`config.mk`:
```
export PLATFORM = sky130hd
export DESIGN_NAME = flag_unit
export DESIGN_NICKNAME = d
export VERILOG_FILES = /design/src/rtl/flag_unit.sv
export SDC_FILE = /design/constraint.sdc
export NUM_CORES = 1
export LEC_CHECK = 0
export ABC_AREA = 1
export CORE_UTILIZATION = 39
export CTS_BUF_LIST = sky130_fd_sc_hd__clkbuf_16
export DETAILED_ROUTE_END_ITERATION = 8
export PLACE_DENSITY = 0.87
export REMOVE_ABC_BUFFERS = 1
export SLEW_MARGIN = 20
export SYNTH_ARGS = -nofsm -noshare
export SYNTH_HDL_FRONTEND = slang
export SYNTH_SLANG_ARGS = --single-unit
```
`constraint.sdc`:
```
create_clock -name clk -period 1.6 [get_ports clk]
set_input_delay 0.24 -clock clk [delete_from_list [all_inputs] [get_ports clk]]
set_output_delay 0.24 -clock clk [all_outputs]
set_load 0.01 [all_outputs]
```
`src/rtl/flag_unit.sv`:
```
// Z/V/N flag producer for the WISC core.
// Holds the flag register and resolves ID-stage flag hazards.
module flag_unit #(
    parameter bit FWD_EN = 1'b0
) (
    input  logic        clk,
    input  logic        rst_n,
    input  logic        ex_valid,
    input  logic        ex_flush,
    input  logic [3:0]  ex_opcode,
    input  logic [15:0] ex_result,
    input  logic        ex_ovf,
    input  logic        hlt,
    input  logic        id_valid,
    input  logic        id_branch,
    input  logic [2:0]  id_cond,
    output logic [2:0]  flags,
    output logic [2:0]  id_flags,
    output logic        flag_stall,
    output logic [15:0] stall_cnt
);

    logic       is_arith;
    logic       is_zonly;
    logic [2:0] mask;
    logic [2:0] comp;
    logic [2:0] nf;
    logic       wr_en;
    logic       haz;

    assign is_arith = (ex_opcode == 4'b0000) |
                      (ex_opcode == 4'b0001);
    assign is_zonly = (ex_opcode == 4'b0010) |
                      (ex_opcode == 4'b0100) |
                      (ex_opcode == 4'b0101) |
                      (ex_opcode == 4'b0110);

    always_comb begin
        mask = 3'b000;
        unique case (1'b1)
            is_arith: mask = 3'b111;
            is_zonly: mask = 3'b001;
            default:  mask = 3'b000;
        endcase
    end

    // bit order {N, V, Z}
    assign comp  = {ex_result[15], ex_ovf, ex_result == 16'h0000};
    assign nf    = (comp & mask) | (flags & ~mask);
    assign wr_en = ex_valid & ~ex_flush & ~hlt & (|mask);

    assign haz = id_valid & id_branch &
                 (id_cond != 3'b111) & wr_en;

    // outputs are forced quiet while reset is held
    always_comb begin
        flag_stall = 1'b0;
        id_flags   = flags;
        if (!rst_n) begin
            flag_stall = 1'b0;
            id_flags   = 3'b000;
        end else if (FWD_EN) begin
            flag_stall = 1'b0;
            id_flags   = wr_en ? nf : flags;
        end else begin
            flag_stall = haz;
            id_flags   = flags;
        end
    end

    always_ff @(posedge clk or negedge rst_n) begin
        if (!rst_n) begin
            flags <= 3'b000;
        end else if (wr_en) begin
            flags <= nf;
        end
    end

    always_ff @(posedge clk or negedge rst_n) begin
        if (!rst_n) begin
            stall_cnt <= 16'h0000;
        end else if (flag_stall && !hlt &&
                     stall_cnt != 16'hFFFF) begin
            stall_cnt <= stall_cnt + 16'h0001;
        end
    end

endmodule

```
==> flow_summary.ini <==
[floorplanning]
die_w_um = 60.1
rows = 20
die_h_um = 60.1
core_area_um2 = 3130
start_util = 0.420
ios = 54
die_area_um2 = 3610

[cells_and_area]
final_nets = 293
antennaDiodeCount = 0
post_route_cells_drive_above_1_share = 0.146
final_area_um2 = 2030
num-fill-cells = 265
area.growth.synth_to_final_pct = 54.0
final_cells = 304

[grt]
grt_pass1_wl_um = 5810
grt-ovfl-total = 0
grt_pass1_vias = 1394
antenna_found_initial = 0
grt_max_degree = 20
grtUsageTotal = 0.214

[timing]
fmax_mhz = 645
rsz0062_at_grt = false
skew_ns = 0.00111
period_needed_ns = 1.55
final_hold_viol_count = 0
final_max_slew_viol_count = 0
slew_headroom = 0.735
finalCritPeriodShare = 0.970
worst_pin_slew_ns = 0.395
setup_viol = 0
finalSetupTns_ns = 0
fin_ws_ns = 0.0484
whs_ns = 0.282

[routing]
drt_iter0_markers = 81
drcViolationCount = 0
wl_per_cell_um = 11.5
ant_nets = 0
firstDrtPassIters = 5
wirelength_um = 3480
vias_per_cell = 4.71
vias = 1432

[yosys]
synth_top_cells_by_count = nand2_1, nor2_1, dfrtp_1
synth_edf_count = 0
async_flop_share = 1.00
seq_area_frac_synth = 0.362
synth_top_area_share = 0.362
synth_top_area_cell = dfrtp_1
synthCells = 196
yosysMostFrequentCell = nand2_1
ys_types = 20
synth_seq_cells = 19
syn_area_um2 = 1320
synth_area_per_cell_um2 = 6.71
yosysWarnings = 0
ys_top_cells_by_area = dfrtp_1, nand2_1, nor2_1, nand2_2, xnor2_1
ys.flop_type = dfrtp_1

[clock_tree]
ctsHtreeMaxLevel = 1
cts_tree = yes
path_clk_slew_ns = 0.05
clk_latency_ns = 0.25
cts_sinks = 19
numCtsBuffers = 3
ctsLongestPathBuffers = 2
clock-root-buffer = clkbuf_16

[worst_setup_path]
cp.arrival_ns = 1.31
critical_path.startpoint = stall_cnt[13]
critPathKind = reg2out
crit_slowest_cell = clkdlybuf4s50_1
r2r_end = stall_cnt[11]
cp_max_fo = 7
start_kind = flip-flop
crit_required_ns = 1.36
slowest_delay_ns = 0.59
path_delay_family = buffers and inverters
r2r_slack_ns = 0.14
worst_r2r_startpoint = stall_cnt[1]
crit_chain = clkdlybuf4s50_1
cp-end-kind = output port
ff2ff_path_depth = 10
path_depth = 1
crit_buf_inv = 1

[placement]
port_buffers = 53
dp_cells = 298
hpwl_um = 2650
dp_slack_ns = -0.187
place_area_um2 = 1930
globalplace.congestion = 0.852

[power_and_ir_drop]
p_leak_nw = 0.953
power_density_nw_per_um2 = 588
vdd_ir_drop_max_v = 0.000675

[status]
run_status = finished clean

[run]
drv_cap = 0

[min_path]
hold_class = in2async
==> per-layer routing <==
metal | wire, µm | vias to the layer above | GRT usage
met1 | 1430 | 642 | 0.238
met4 | 53 | 0 | 0.0532
met5 | 0 | - | 0
met2 | 1810 | 43 | 0.405
li1 | - | 736 | -
met3 | 187 | 11 | 0.0498
==> where the power goes <==
| group | internal [W] | switching [W] | total, W | leakage, nW |
|---|---|---|---|---|
| sequential | 0.000492 | 0.00000741 | 0.000499 | 0.260 |
| combinational | 0.000113 | 0.0000654 | 0.000178 | 0.650 |
| clock | 0.000333 | 0.000182 | 0.000514 | 0.0423 |
==> cell families (layout without fill, tap and decap cells) <==
| kind of cell | Yosys count | after routing | share of synthesized area |
|---|---|---|---|
| AOI/OAI and AO/OA | 5 | 5 | 0.0190 |
| DFF | 19 | 19 | 0.362 |
| adders and majority gates | 1 | 1 | 0.00951 |
| xor gates and xnor gates | 7 | 7 | 0.0466 |
| buffers and inverters | 21 | 85 | 0.0761 |
| and+or+nand+nor | 143 | 143 | 0.487 |
==> worst max-delay path by stage <==
stage                          to  slack (ns)
detailed placement     flag_stall       -0.19
CTS                 stall_cnt[13]        0.05
finish              stall_cnt[13]        0.05
global placement       flag_stall       -0.18
floorplan           stall_cnt[14]        0.11
global route           flag_stall        0.01
==> timing repair <==
item / CTS / global route
hold buffers: 0 / 0
endpoints found under the setup margin: 4 / 5
resized for setup: 4 / 4
cloned: 0 / 0
setup buffers: 0 / 2
==> per-stage QoR <==
stage	total power [W]	util
floorplan	0.000551	-
global placement	0.000682	0.617
detailed placement	0.000686	0.617
CTS	0.00119	0.641
global route	0.00123	0.648
finish	0.00119	0.648
==> area by class of cell <==
class,instances,area [µm²],area share
Multi-Input combinational cell,156,739,0.365
Timing Repair Buffer,62,594,0.293
Sequential cell,19,478,0.236
Inverter,19,80.1,0.0395
Clock buffer,3,75.1,0.0371
Tap cell,44,55.1,0.0272
Clock inverter,1,3.75,0.00185
==> layout by cell type, fill, tap and decap left out, drive strengths merged <==
cell type and n:
nand4 7, buf 9, nor2 28, nand2 96, xnor2 7, clkinv 1
clkdlybuf4s15 1, clkdlybuf4s50 49, dlygate4sd2 3, dfrtp 19, clkbuf 3, nor3 2
nand3 10, inv 19, ha 1, o21ai 5
No activity file was read; power rests on OpenSTA's default activity.
